`src/rtl/alu_seq_pkg.sv`:
```
// alu_seq_pkg: shared op/state encodings and ALU code constants for alu_sequencer
package alu_seq_pkg;

    typedef enum logic [2:0] {
        OP_AND = 3'd0,
        OP_ADD = 3'd1,
        OP_LDA = 3'd2,
        OP_CMA = 3'd3,
        OP_CME = 3'd4,
        OP_CIR = 3'd5,
        OP_CIL = 3'd6,
        OP_INP = 3'd7
    } op_e;

    typedef enum logic [2:0] {
        S_IDLE,
        S_FETCH,
        S_WAIT_IN,
        S_EXEC,
        S_ABORT
    } state_e;

    localparam logic [3:0] ALU_NOP = 4'b0000;
    localparam logic [3:0] ALU_AND = 4'b0001;
    localparam logic [3:0] ALU_ADD = 4'b0010;
    localparam logic [3:0] ALU_LDA = 4'b0011;
    localparam logic [3:0] ALU_CMA = 4'b1001;
    localparam logic [3:0] ALU_CME = 4'b1010;
    localparam logic [3:0] ALU_CIR = 4'b1011;
    localparam logic [3:0] ALU_CIL = 4'b1100;
    localparam logic [3:0] ALU_INP = 4'b1101;

    function automatic logic [3:0] op2code(input op_e op);
        case (op)
            OP_AND:  return ALU_AND;
            OP_ADD:  return ALU_ADD;
            OP_LDA:  return ALU_LDA;
            OP_CMA:  return ALU_CMA;
            OP_CME:  return ALU_CME;
            OP_CIR:  return ALU_CIR;
            OP_CIL:  return ALU_CIL;
            default: return ALU_INP;
        endcase
    endfunction

endpackage

```
`src/rtl/alu_seq_watchdog.sv`:
```
// alu_seq_watchdog: loadable down-counter that flags a FETCH that ran CYCLES cycles
// Ports: clk, rst_n (async active-low); start loads and arms the counter,
//        clear disarms it, expired is high in the CYCLES-th armed cycle.
module alu_seq_watchdog #(
    parameter int CYCLES = 64
) (
    input  logic clk,
    input  logic rst_n,
    input  logic start,
    input  logic clear,
    output logic expired
);

    localparam int W = $clog2(CYCLES + 1);

    logic [W-1:0] cnt_q;
    logic         act_q;

    // Loading CYCLES-1 makes the first armed cycle count as cycle 1.
    always_ff @(posedge clk or negedge rst_n) begin
        if (!rst_n) begin
            cnt_q <= '0;
            act_q <= 1'b0;
        end else if (start) begin
            cnt_q <= W'(CYCLES - 1);
            act_q <= 1'b1;
        end else if (clear) begin
            act_q <= 1'b0;
        end else if (act_q && cnt_q != '0) begin
            cnt_q <= cnt_q - 1'b1;
        end
    end

    assign expired = act_q && cnt_q == '0;

endmodule

```
`src/rtl/alu_sequencer.sv`:
```
// alu_sequencer: multi-cycle controller sequencing the accumulator ALU per instruction
// Ports: req_valid/req_ready/req_op/req_addr instruction request; mem_rd_req/mem_addr/
//        mem_rd_ack operand read handshake; dr_load, alu_code, ac_load, e_load register
//        strobes; alu_ff_en E-change enable; fgi/fgi_clr input flag; done/err pulses.
// Optional macro ALU_SEQ_TIMEOUT_EN: aborts a FETCH after TIMEOUT_CYCLES cycles without ack.
module alu_sequencer
    import alu_seq_pkg::*;
#(
    parameter int ADDR_W         = 12,
    parameter int TIMEOUT_CYCLES = 64
) (
    input  logic              clk,
    input  logic              rst_n,
    input  logic              req_valid,
    output logic              req_ready,
    input  logic [2:0]        req_op,
    input  logic [ADDR_W-1:0] req_addr,
    output logic              mem_rd_req,
    output logic [ADDR_W-1:0] mem_addr,
    input  logic              mem_rd_ack,
    output logic              dr_load,
    output logic [3:0]        alu_code,
    input  logic              alu_ff_en,
    output logic              ac_load,
    output logic              e_load,
    input  logic              fgi,
    output logic              fgi_clr,
    output logic              done,
    output logic              err
);

    state_e            state_q;
    op_e               op_q;
    logic [ADDR_W-1:0] addr_q;
    logic              expired;
    logic              exec;

    wire accept = req_valid && req_ready;

`ifdef ALU_SEQ_TIMEOUT_EN
    alu_seq_watchdog #(.CYCLES(TIMEOUT_CYCLES)) u_wd (
        .clk     (clk),
        .rst_n   (rst_n),
        .start   (accept && req_op <= 3'd2),
        .clear   (state_q != S_FETCH || mem_rd_ack),
        .expired (expired)
    );
`else
    // FETCH never times out; the parameter only matters with the watchdog.
    assign expired = 1'b0 && (TIMEOUT_CYCLES > 0);
`endif

    always_ff @(posedge clk or negedge rst_n) begin
        if (!rst_n) begin
            state_q <= S_IDLE;
            op_q    <= OP_AND;
            addr_q  <= '0;
        end else begin
            case (state_q)
                S_IDLE: if (accept) begin
                    op_q    <= op_e'(req_op);
                    addr_q  <= req_addr;
                    state_q <= req_op <= 3'd2 ? S_FETCH : req_op == 3'd7 ? S_WAIT_IN : S_EXEC;
                end
                // An ack coinciding with expiry still completes normally.
                S_FETCH:   state_q <= mem_rd_ack ? S_EXEC : expired ? S_ABORT : S_FETCH;
                S_WAIT_IN: state_q <= fgi ? S_EXEC : S_WAIT_IN;
                default:   state_q <= S_IDLE;
            endcase
        end
    end

    assign exec       = state_q == S_EXEC;
    // Gated by rst_n so the decoder sees no ready while reset is held.
    assign req_ready  = rst_n && state_q == S_IDLE;
    assign mem_rd_req = state_q == S_FETCH;
    assign mem_addr   = addr_q;
    assign dr_load    = mem_rd_req && mem_rd_ack;
    assign alu_code   = exec ? op2code(op_q) : ALU_NOP;
    // CME leaves the ALU output undefined, so AC must not be loaded.
    assign ac_load    = exec && op_q != OP_CME;
    assign e_load     = exec && alu_ff_en;
    assign fgi_clr    = exec && op_q == OP_INP;
    assign done       = exec;
    assign err        = state_q == S_ABORT;

endmodule

```
`config.mk`:
```
export PLATFORM = sky130hd
export DESIGN_NAME = alu_sequencer
export DESIGN_NICKNAME = d
export VERILOG_FILES = /design/src/rtl/alu_seq_pkg.sv /design/src/rtl/alu_seq_watchdog.sv /design/src/rtl/alu_sequencer.sv
export SDC_FILE = /design/constraint.sdc
export NUM_CORES = 1
export LEC_CHECK = 0
export BUFFER_PORTS_ARGS = -buffer_cell sky130_fd_sc_hd__clkbuf_2
export CAP_MARGIN = 15
export CORE_AREA = 10 10 49 66
export DETAILED_ROUTE_END_ITERATION = 7
export DIE_AREA = 0 0 59 76
export PLACE_DENSITY = 0.74
export SYNTH_ARGS = -nofsm -noshare
export SYNTH_HDL_FRONTEND = slang
export SYNTH_SLANG_ARGS = --single-unit
```
`constraint.sdc`:
```
create_clock -name clk -period 1.67 [get_ports clk]
set_input_delay 0.334 -clock clk [delete_from_list [all_inputs] [get_ports clk]]
set_output_delay 0.334 -clock clk [all_outputs]
set_load 0.005 [all_outputs]
```
# [Yosys cells after proc, flatten, opt, wreduce, memory -nomap -nowiden]
# Cells that the tools add are included.
[totals] regBits=18 in_bits=21 output_inout_bits=24 word_cells=35
[op_classes] n_lt_le_gt_ge=1 n_eq_ne=14 mux=8 n_reduce_logical=9
[ops] op="one-hot mux 4 bit (7 select lines)" n=1
[ops] op="equality test 3 bit, second input constant" n=6
[ops] op="equality test 3 x 2 -> 1 bit, second input constant" n=4
[ops] op="one-hot mux 3 bit (3 select lines)" n=1
[ops] op="equality test 3 x 1 -> 1 bit, second input constant" n=2
[ops] op="logical AND 1 bit" n=6
[ops] op="logical NOT 3 bit" n=2
[ops] op="2-to-1 mux 2 bit" n=2
[ops] op="2-to-1 mux 4 bit" n=1
[ops] op="<= comparator 3 x 2 -> 1 bit, second input constant" n=1
[ops] op="2-to-1 mux 3 bit" n=1
[ops] op="!= test 3 bit, second input constant" n=1
[ops] op="2-to-1 mux 1 bit" n=2
[ops] op="!= test 2 bit, second input constant" n=1
[ops] op="AND reduction 2 bit" n=1

# [Depth between registers and ports, before layout]
[logic_depth] word_depth=5 depth_mapped=4 mapped_depth_nobuf=3

# [Worst setup path before layout]
# No wires, ideal clock.
[synth_timing] kind="register to register" startpoint="reg state_q[0]" endpoint="reg addr_q[0], in the netlist mem_addr[0]" setup_time_ps=125 t_arrival_ps=1295 required_ps=1545 setup_slack_ps=250 stages_incl_launch_ff=5 path_buffers=2 period_less_slack_ps=1420 cell_sequence="dfrtp_1 -> nor4bb_1 -> buf_4 -> buf_12 -> mux2_4"
[synth_between] elab_chain_len=4
[synth_rtl] element="start, declared" line_no="alu_sequencer.sv:32" text="state_e state_q;"
[synth_rtl] element="start signal, assigned" line_no="alu_sequencer.sv:63" text="state_q <= req_op <= 3'd2 ? S_FETCH : req_op == 3'd7 ? S_WAIT_IN : S_EXEC;"
[synth_rtl] element="start signal, assigned" line_no="alu_sequencer.sv:66" text="S_FETCH: state_q <= mem_rd_ack ? S_EXEC : expired ? S_ABORT : S_FETCH;"
[synth_rtl] element="start signal, assigned" line_no="alu_sequencer.sv:67" text="S_WAIT_IN: state_q <= fgi ? S_EXEC : S_WAIT_IN;"
[synth_rtl] element="logical NOT 3 bit *" line_no="alu_sequencer.sv:59, alu_sequencer.sv:75"
[synth_rtl] element="logical AND 1 bit" line_no="alu_sequencer.sv:75" text="assign req_ready = rst_n && state_q == S_IDLE;"
[synth_rtl] element="logical AND 1 bit" line_no="alu_sequencer.sv:38" text="wire accept = req_valid && req_ready;"
[synth_rtl] element="AND reduction 2 bit (no source line) *"
[synth_rtl] element="end signal, assigned" line_no="alu_sequencer.sv:62" text="addr_q <= req_addr;"
[synth_rtl] element="end, declared" line_no="alu_sequencer.sv:34" text="logic [ADDR_W-1:0] addr_q;"
# Mark *: on every way between the ends. The rest lies on a longest branch, timed or not.
# A chain may end at the register's enable or synchronous reset.

# [Final worst setup path]
[layout_timing] startpoint="reg state_q[0]" endpoint="reg op_q[0]"
[layout_between] elab_chain_len=4
[layout_rtl] element="logical NOT 3 bit *" line_no="alu_sequencer.sv:59, alu_sequencer.sv:75"
[layout_rtl] element="logical AND 1 bit" line_no="alu_sequencer.sv:75"
[layout_rtl] element="logical AND 1 bit" line_no="alu_sequencer.sv:38"
[layout_rtl] element="AND reduction 2 bit (no source line) *"
[layout_rtl] element="end signal, assigned" line_no="alu_sequencer.sv:61" text="op_q <= op_e'(req_op);"
[layout_rtl] element="end, declared" line_no="alu_sequencer.sv:33" text="op_e op_q;"
# Marks and branches as above.

==> flow_summary.yaml <==
run_status:
  outcome: "complete, no violations"
floorplanning:
  fp.dieH_um: 76
  ios: 45
  die_w_um: 59
  initial_utilization_pct: 40.1
  rows: 20
  coreArea_um2: 2100
  dieArea_um2: 4480
worst_setup_path:
  rr_startpoint: "state_q[0]$_DFFE_PN0P_"
  cp-start-kind: "flop"
  critical_path.startpoint: "state_q[0]$_DFFE_PN0P_"
  cp_max_fo: 10
  criticalPathCategory: "reg -> reg"
  slowest_delay_ns: 0.46
  crit_end: "op_q[0]$_DFFE_PN0P_"
  cp_slowest_cell: "dfrtp_2"
  worstPathArrival_ns: 1.79
  r2r-end: "op_q[0]$_DFFE_PN0P_"
  crit_chain: "clkbuf_2 -> nor4bb_4 -> buf_4 -> mux2_4"
  required_ns: 1.85
  ff2ff_path_depth: 4
  cp-end-kind: "flop"
  rrSetupSlack_ns: 0.05
synth:
  yosysMostFrequentCell: "dfrtp_1"
  ys.flop_type: "dfrtp_1"
  ys_top_cells_by_count: "dfrtp_1, mux2_4, mux2_2"
  yosys-top-cells-area: "dfrtp_1, mux2_4, mux2_2"
  yosys.cell_types.count: 23
  synthesis.nets: 86
  yosysWarnings: 0
  yosysSeqAreaShare_pct: 50.5
  synth_cells: 65
  synthArstFlopShare_pct: 100
  synth_edf_count: 0
  avgSynthCellArea_um2: 13.0
  synth_top_cell_by_area: "dfrtp_1"
  netlist.area_leader.share_pct: 50.5
  ys_ff_latch: 17
  syn-cell-area_um2: 842
route:
  dr.first_iter.drc_count: 13
  wl_per_cell_um: 15.9
  firstDrtPassIters: 3
  viasPerCell: 4.86
  ant_nets: 0
  routed_wl_um: 2200
  vias: 671
  route.detailed.drc: 0
hold_path:
  min_path_type: "in -> async"
timing:
  final_max_slew_viol_count: 0
  hold_viol: 0
  clock_skew_ns: 0.00416
  fmax_mhz: 619
  min_period_over_period_pct: 96.7
  tns_ns: 0
  setup_viol: 0
  fin_crit_ns: 1.62
power_and_ir_drop:
  ir_drop_mv: 0.886
  power_density_nw_per_um2: 1700
  power_mw: 1.96
  leakagePower_nw: 0.624
clock_network:
  clk_pin_slew_worst_paths_ns: 0.10
  cts_tree: "built"
  cts_root_buf: "clkbuf_4"
  cts_buffers: 3
  holdBufCountCts: 0
  clock_latency_ns: 0.28
  h-tree-depth: 1
  cts_num_sinks: 17
  clk_path_buf_depth: 2
cells_and_area:
  nFillCells: 190
  regArea_um2: 430
  stdcell_area_um2: 1160
  fin_cells: 138
  diodes: 0
  fin_util_pct: 55.0
  nets: 138
  multi_input_area_um2: 389
  layout-drive-gt1-share_pct: 66.4
  areaGrowthSynthToFinish_pct: 37.3
place:
  io_buffers: 43
  place_area_um2: 1080
  dp_cells: 129
  gp_congestion: 0.767
  detailed_place_hpwl_um: 1770
global_route:
  grt_usage_pct: 9.60
  grt_pass1_vias: 760
  overflow: 0
  antenna_found_initial: 0
  grt_max_degree: 20
  grt_pass1_wl_um: 3510
flow_run:
  drv_cap: 0
-- repair_timing --
action | 4_1_cts | 5_1_grt
cloned | 0 | 0
endpoints found under the setup margin | 4 | 3
buffers inserted | 0 | 5
gates resized for setup | 5 | 2
-- layout by cell type (no fill, tap or decap), drive strengths merged --
cell / n
a21oi: 3
buf: 7
and4: 1
mux2: 15
o311ai: 2
or2b: 1
nand2: 2
clkinv: 1
nor3b: 1
o21a: 1
conb: 1
nor2b: 1
nor4bb: 1
nor2: 3
nand3b: 2
and3: 3
inv: 3
clkbuf: 47
dfrtp: 17
a211oi: 1
nand2b: 1
nor3: 2
-- worst min path at each step --
stage	from	end	cells after the start
after floorplan	rst_n	mem_addr[0]$_DFFE_PN0P_	0
after global placement	rst_n	mem_addr[3]$_DFFE_PN0P_	2
after detailed placement	rst_n	op_q[1]$_DFFE_PN0P_	2
after CTS	rst_n	mem_addr[10]$_DFFE_PN0P_	2
after global routing	rst_n	mem_addr[9]$_DFFE_PN0P_	2
final	rst_n	mem_addr[9]$_DFFE_PN0P_	2
-- sequential cells by signal, indices dropped and copies added, names as in the netlist --
signal / count
mem_addr: 12
op_q: 3
state_q: 2
-- where the power goes --
group / internal, mW / leakage (nW) / switching [mW] / total [mW]
Clock: 0.0889 / 0.0177 / 0.127 / 0.216
Sequential: 0.631 / 0.198 / 0.186 / 0.816
Combinational: 0.569 / 0.408 / 0.363 / 0.932
-- per-stage QoR --
step / hold WS (ns) / setup slack [ns]
6_report: 0.0403 / 0.0549
5_1_grt: 0.0289 / -0.00863
4_1_cts: 0.0322 / 0.0303
3_5_place_dp: 0.356 / 0.167
3_3_place_gp: 0.343 / 0.208
2_1_floorplan: 0.0384 / 0.250
-- area by class of cell --
type                    instances  share of cell area [%]
clock buffers                   3                    1.95
flip-flops and latches         17                    37.2
multi-input cells              41                    33.7
clock inverters                 1                   0.433
inverters                       3                   0.974
well taps                      22                    2.38
repair buffers                 51                    23.4
-- critical path, delay by kind of cell (launching register included) --
family / cells / cell delay, ns
DFF: 1 / 0.46
buffers and inverters: 2 / 0.43
muxes: 1 / 0.32
and+or+nand+nor: 1 / 0.30
-- layer usage --
| metal | vias to the layer above | global-route usage [%] | wire (um) |
|---|---|---|---|
| li1 | 329 | - | - |
| met1 | 319 | 10.4 | 828 |
| met2 | 21 | 16.7 | 1230 |
| met3 | 2 | 2.83 | 115 |
| met4 | 0 | 3.46 | 27 |
| met5 | - | 0 | 0 |
-- kinds of logic (layout without fill, tap and decap cells) --
kind of cell    count (synthesis)  count (layout)  share of synthesized area, %
simple gates                   18              18                          12.9
flops                          17              17                          50.5
mux                            15              15                          24.5
compound gates                  7               7                          5.65
buf+inv                         7              58                          5.94
other cells                     1               1                         0.445
No activity file was read; power rests on OpenSTA's default activity.
